`config.mk`:
```
export PLATFORM = sky130hd
export DESIGN_NAME = hex_display_scan
export DESIGN_NICKNAME = d
export VERILOG_FILES = /design/src/rtl/hex_disp_pkg.sv /design/src/rtl/hex_seg_decode.sv /design/src/rtl/hex_display_scan.sv
export SDC_FILE = /design/constraint.sdc
export NUM_CORES = 1
export LEC_CHECK = 0
export ABC_AREA = 1
export BUFFER_PORTS_ARGS = -buffer_cell sky130_fd_sc_hd__buf_2
export CORE_MARGIN = 3
export CORE_UTILIZATION = 40
export DETAILED_ROUTE_END_ITERATION = 7
export GPL_TIMING_DRIVEN = 0
export PLACE_DENSITY = 0.62
export SKIP_CTS_REPAIR_TIMING = 1
export SYNTH_ARGS = -nofsm -noshare
export SYNTH_HDL_FRONTEND = slang
export SYNTH_SLANG_ARGS = --single-unit
```
`constraint.sdc`:
```
create_clock -name clock -period 4.2 [get_ports clock]
set_input_delay 0.84 -clock clock [delete_from_list [all_inputs] [get_ports clock]]
set_output_delay 0.84 -clock clock [all_outputs]
set_load 0.03 [all_outputs]
```
`src/rtl/hex_disp_pkg.sv`:
```
// Shared constants and helpers for the multi-digit hex display scanner.
// Holds the active-low seven-segment code table, the blank pattern,
// counter-width sizing and the parameter legality check.
package hex_disp_pkg;

   // All segments off (active-low)
   localparam logic [6:0] SEG_BLANK = 7'h7F;

   // Active-low g..a codes, entry n is the glyph for hex digit n
   localparam logic [15:0][6:0] SEG_TABLE = {
      7'h0E,  // F
      7'h06,  // E
      7'h21,  // d
      7'h46,  // C
      7'h03,  // b
      7'h08,  // A
      7'h10,  // 9
      7'h00,  // 8
      7'h78,  // 7
      7'h02,  // 6
      7'h12,  // 5
      7'h19,  // 4
      7'h30,  // 3
      7'h24,  // 2
      7'h79,  // 1
      7'h40   // 0
   };

   // Width of a counter spanning 0..limit-1, never narrower than one bit
   function automatic int cnt_width(input int limit);
      return (limit > 1) ? $clog2(limit) : 1;
   endfunction

   // Legal parameter space of the scanner
   function automatic bit params_legal(input int digits, input int scan_div,
                                       input int blink_frames);
      return (digits >= 1) && (digits <= 8) && (scan_div >= 1) && (blink_frames >= 1);
   endfunction

endpackage

```
`src/rtl/hex_seg_decode.sv`:
```
// Combinational 4-bit hex nibble to active-low 7-segment decoder.
// Latency: zero cycles (pure combinational lookup).
// Backpressure: none; output follows the input continuously.
module hex_seg_decode
   import hex_disp_pkg::*;
(
   input  logic [3:0] nibble,
   output logic [6:0] seg
);

   assign seg = SEG_TABLE[nibble];

endmodule

```
`src/rtl/hex_display_scan.sv`:
```
// Multi-digit hex display driver: scans DIGITS digits over one shared segment bus.
// Latency: seg/dig_sel are registered and lag the scan index by one cycle.
// Backpressure: ready drops after a load and returns at the next frame end commit.
module hex_display_scan
   import hex_disp_pkg::*;
#(
   parameter int DIGITS       = 4,
   parameter int SCAN_DIV     = 50000,
   parameter int BLINK_FRAMES = 64
)
(
   input  logic                  clock,
   input  logic                  resetn,
   input  logic                  load,
   input  logic [4*DIGITS-1:0]   data_in,
   output logic                  ready,
   input  logic                  blank_lz,
   input  logic                  blink_en,
   output logic [6:0]            seg,
   output logic [DIGITS-1:0]     dig_sel
);

   localparam int IDX_W   = cnt_width(DIGITS);
   localparam int SCAN_W  = cnt_width(SCAN_DIV);
   localparam int FRAME_W = cnt_width(BLINK_FRAMES);

   if (!params_legal(DIGITS, SCAN_DIV, BLINK_FRAMES)) begin : g_bad_params
      $error("hex_display_scan: illegal DIGITS/SCAN_DIV/BLINK_FRAMES");
   end

   logic [IDX_W-1:0]    idx;
   logic [SCAN_W-1:0]   scan_cnt;
   logic [FRAME_W-1:0]  frame_cnt;
   logic                hidden;
   logic [4*DIGITS-1:0] pending;
   logic [4*DIGITS-1:0] display;

   logic                tick;
   logic                frame_end;
   logic [3:0]          cur_nib;
   logic [6:0]          cur_code;
   logic                lz_blank;

   assign tick      = (scan_cnt == SCAN_W'(SCAN_DIV - 1));
   assign frame_end = tick && (idx == IDX_W'(DIGITS - 1));

   // Select the scanned nibble and decide whether it is a blanked leading zero
   always_comb begin
      cur_nib  = display[{idx, 2'b00} +: 4];
      lz_blank = blank_lz && (idx != '0) && ((display >> {idx, 2'b00}) == '0);
   end

   hex_seg_decode u_decode (
      .nibble (cur_nib),
      .seg    (cur_code)
   );

   // Dwell counter and digit index; index wraps after the last digit
   always_ff @(posedge clock or negedge resetn) begin
      if (!resetn) begin
         scan_cnt <= '0;
         idx      <= '0;
      end else if (tick) begin
         scan_cnt <= '0;
         idx      <= (idx == IDX_W'(DIGITS - 1)) ? '0 : idx + 1'b1;
      end else begin
         scan_cnt <= scan_cnt + 1'b1;
      end
   end

   // Blink phase: toggles every BLINK_FRAMES frames, held visible while disabled
   always_ff @(posedge clock or negedge resetn) begin
      if (!resetn) begin
         frame_cnt <= '0;
         hidden    <= 1'b0;
      end else if (!blink_en) begin
         frame_cnt <= '0;
         hidden    <= 1'b0;
      end else if (frame_end) begin
         if (frame_cnt == FRAME_W'(BLINK_FRAMES - 1)) begin
            frame_cnt <= '0;
            hidden    <= ~hidden;
         end else begin
            frame_cnt <= frame_cnt + 1'b1;
         end
      end
   end

   // Load handshake into pending; commit to display only on a frame boundary
   always_ff @(posedge clock or negedge resetn) begin
      if (!resetn) begin
         pending <= '0;
         display <= '0;
         ready   <= 1'b1;
      end else if (load && ready) begin
         pending <= data_in;
         ready   <= 1'b0;
      end else if (frame_end && !ready) begin
         display <= pending;
         ready   <= 1'b1;
      end
   end

   // Registered segment and digit-enable outputs for the current scan slot
   always_ff @(posedge clock or negedge resetn) begin
      if (!resetn) begin
         seg     <= SEG_BLANK;
         dig_sel <= DIGITS'(1);
      end else begin
         seg     <= (hidden || lz_blank) ? SEG_BLANK : cur_code;
         dig_sel <= DIGITS'(1) << idx;
      end
   end

endmodule

```
==> key figures <==
Placement
  • Final Wtd Congestion: 0.8826
  • DP Wirelength: 4.836 mm
  • Number of port buffers: 31
  • Placed cells: 547

Synth
  • Count leader, synth: nand2_1
  • Post-Synthesis Cells: 411
  • Syn_nets: 444
  • Post-synth top cells: nand2_1, dfrtp_1, inv_1
  • Yosys top cell area share: 0.4280
  • Sequential area share after synthesis: 0.4954
  • Ys flop type: dfrtp_1
  • Synth warn: 0
  • Yosys cell types: 29
  • Netlist Area Pre-Place: 0.003508 mm^2
  • EDFF count, synth: 0
  • Leading area contributor after synthesis: dfrtp_1
  • Asr flop ratio synth: 1.000
  • FF+latch count, synth: 69
  • Synth top area cells: dfrtp_1, nand2_1, dfstp_2, mux2_2, nand3_1
  • Mapped Avg Cell Area: 8.536 um^2

Critical path
  • CP Cell Sequence: inv_1 -> buf_6 -> nand2_1 -> nand3_1 -> nand2_1 -> ha_1 -> inv_1 -> nor2_1 -> nand3_1 -> a21oi_1 -> nand2_1 -> nand3_1
  • Required @ worst endpoint: 4.47 ns
  • Crit path max fanout: 11
  • CP max stage delay: 0.45 ns
  • Worst r2r src: idx[0]$_DFFE_PN0N_
  • Critical path class: reg -> reg
  • Setup crit end kind: flip-flop
  • Slowest CP cell: dfrtp_1
  • Startpoint Class: flip-flop
  • Worst Setup SP: idx[0]$_DFFE_PN0N_
  • Crit path DAT: 2.29 ns

Power and ir drop
  • LEAKAGE: 0.002098 uW
  • Pwr dens: 331.9 mW/mm^2
  • Max VDD drop: 0.2789 mV

Timing
  • Final Cycle Share: 0.4790
  • Slew headroom: 0.4394
  • Final setup viols: 0
  • Final setup TNS: 0 ns
  • Worst-margin pin slew: 0.8408 ns
  • Clk_skew: 0.01135 ns
  • Final hold slack: 0.4712 ns
  • Final hold viol count: 0
  • RSZ-0062 raised after global routing: false
  • Minimum clock period: 2.012 ns
  • Fmax: 497.0 MHz
  • Max Slew Vio Count: 0

Detailed routing
  • Final wirelength: 6.530 mm
  • Drt first pass iters: 4
  • Via/cell ratio: 4.821
  • DRC violations left: 0
  • DRT iter0 DRCs: 96
  • Antenna Nets Post-Route: 0
  • Wire per inst: 11.60 um
  • Vias: 2714

Clock tree
  • Clk buf depth: 2
  • Clock sink total: 69
  • CTS Root Cell: clkbuf_8
  • CTS tree: built
  • # H-tree levels: 3
  • Total CTS buffers: 9
  • Clock slew seen by the registers of the worst setup and hold paths: 0.08 ns
  • Clk Latency, worst-skew pair: 0.35 ns

Floorplan
  • Rows: 33
  • # IOs: 33
  • Die width: 99.66 um
  • Vert. Die Dim: 99.66 um
  • Die area: 0.009931 mm^2
  • Initial Utilization: 0.4186
  • Placeable Area: 0.008382 mm^2

Global routing
  • Largest net degree at the start of global routing: 70
  • First-pass GRT wire length: 11.79 mm
  • Antenna violations before repair: 0
  • Gr usage total: 0.1473
  • Total congestion overflow: 0
  • Vias in the first global route: 2611

Layout
  • P&R area growth vs syn: 14.59%
  • Multi-input gate area: 0.001558 mm^2
  • Antenna Diode Count: 0
  • Register area: 0.001738 mm^2
  • Layout Cells excl Fill: 563
  • Layout Utilization: 0.4796
  • Fillers: 814
  • Nets@finish: 486
  • Layout cells sized above 1: 0.2227

Job
  • Max-Cap Viols: 0

Worst hold path
  • Worst Hold Class: reg -> reg
  • Hold_sp: scan_cnt[0]$_DFF_PN0_

Outcome
  • Status: finished, final reports clean
-- final cells by class --
type,count,share of cell area
clock buffers,9,0.03081
plain buffers,8,0.01556
well taps,105,0.03268
clock inverters,7,0.02459
multi-input cells,294,0.3875
repair buffers,31,0.03922
inverters,40,0.03735
flip-flops and latches,69,0.4323
-- state kept, by name (all words and copies together) (netlist names) --
register   cells
dig_sel        4
ready          1
frame_cnt      6
display       16
idx            2
seg            7
scan_cnt      16
hidden         1
pending       16
-- worst max-delay path, delay by kind of cell, from the launching register on --
family,cells,cell delay [ns]
and+or+nand+nor,7,0.85
DFF,1,0.45
buffers and inverters,3,0.34
adders and majority gates,1,0.18
AOI/OAI and AO/OA,1,0.12
-- power breakdown --
group | total (uW) | internal, uW | switching [uW] | leakage (uW)
combinational | 45.4 | 21.8 | 23.7 | 0.00110
sequential | 693 | 683 | 9.75 | 0.000891
clock | 596 | 337 | 259 | 0.000110
total | 1330 | 1040 | 292 | 0.00210
-- cell usage in the layout, fill, tap and decap left out --
cell type	netlist	final
nand2_2	4	4
inv_6	0	1
a31oi_1	1	1
nand4_1	12	12
xor2_1	5	5
clkbuf_1	1	1
clkinv_2	0	1
buf_4	2	3
buf_2	2	32
dfstp_2	9	9
buf_6	3	3
a21oi_1	3	3
bufinv_16	0	2
o21ai_1	5	5
nand2_1	133	133
or2_2	3	3
nand3_1	35	35
clkinvlp_4	0	1
nor3_1	8	8
o21ai_2	5	5
mux2_2	16	16
ha_1	12	12
inv_1	36	36
clkbuf_8	0	9
o21ai_0	7	7
inv_2	4	4
nor2_4	2	2
o21bai_1	3	3
dfrtp_1	60	60
nor2_2	2	2
nand3b_1	1	1
nor2_1	33	33
and2_0	1	1
nand3_2	3	3
clkinv_4	0	2
-- kinds of logic after synthesis --
family	count (synthesis)	share of synthesized area
xor+xnor	5	0.01248
buf+inv	48	0.06062
flops	69	0.4954
compound gates	24	0.04208
fa+ha+maj	12	0.04279
simple gates	237	0.2953
mux	16	0.05135
-- worst paths after layout --
check / cells past startpoint / to / slack (ns)
hold / removal: 1 / scan_cnt[0]$_DFF_PN0_ / 0.47
min in group asynchronous: 1 / scan_cnt[10]$_DFF_PN0_ / 0.58
setup / recovery: 12 / seg[6]$_DFF_PN1_ / 2.19
max in group asynchronous: 1 / frame_cnt[1]$_DFFE_PN0P_ / 3.05
hold reg to reg: 1 / scan_cnt[0]$_DFF_PN0_ / 0.47
setup reg to reg: 12 / seg[6]$_DFF_PN1_ / 2.19
-- per-stage QoR --
| step | area (um^2) | worst slack, ns | total power (uW) |
|---|---|---|---|
| 2_1_floorplan | 3508 | 2.482 | 725.8 |
| 3_3_place_gp | 3795 | 1.969 | 751.0 |
| 3_5_place_dp | 3797 | 2.229 | 753.4 |
| 4_1_cts | 4020 | 2.188 | 1360 |
| 5_1_grt | 4020 | 1.838 | 1399 |
| 6_report | 4020 | 2.188 | 1334 |
-- routing by layer --
metal | routed length, um | GRT usage | vias to the layer above
met2 | 2987 | 0.2366 | 43
li1 | - | - | 1407
met4 | 119 | 0.06828 | 0
met1 | 3135 | 0.1912 | 1256
met5 | 0 | 0 | -
met3 | 289 | 0.03015 | 8
(Power assumes the default switching activity.)
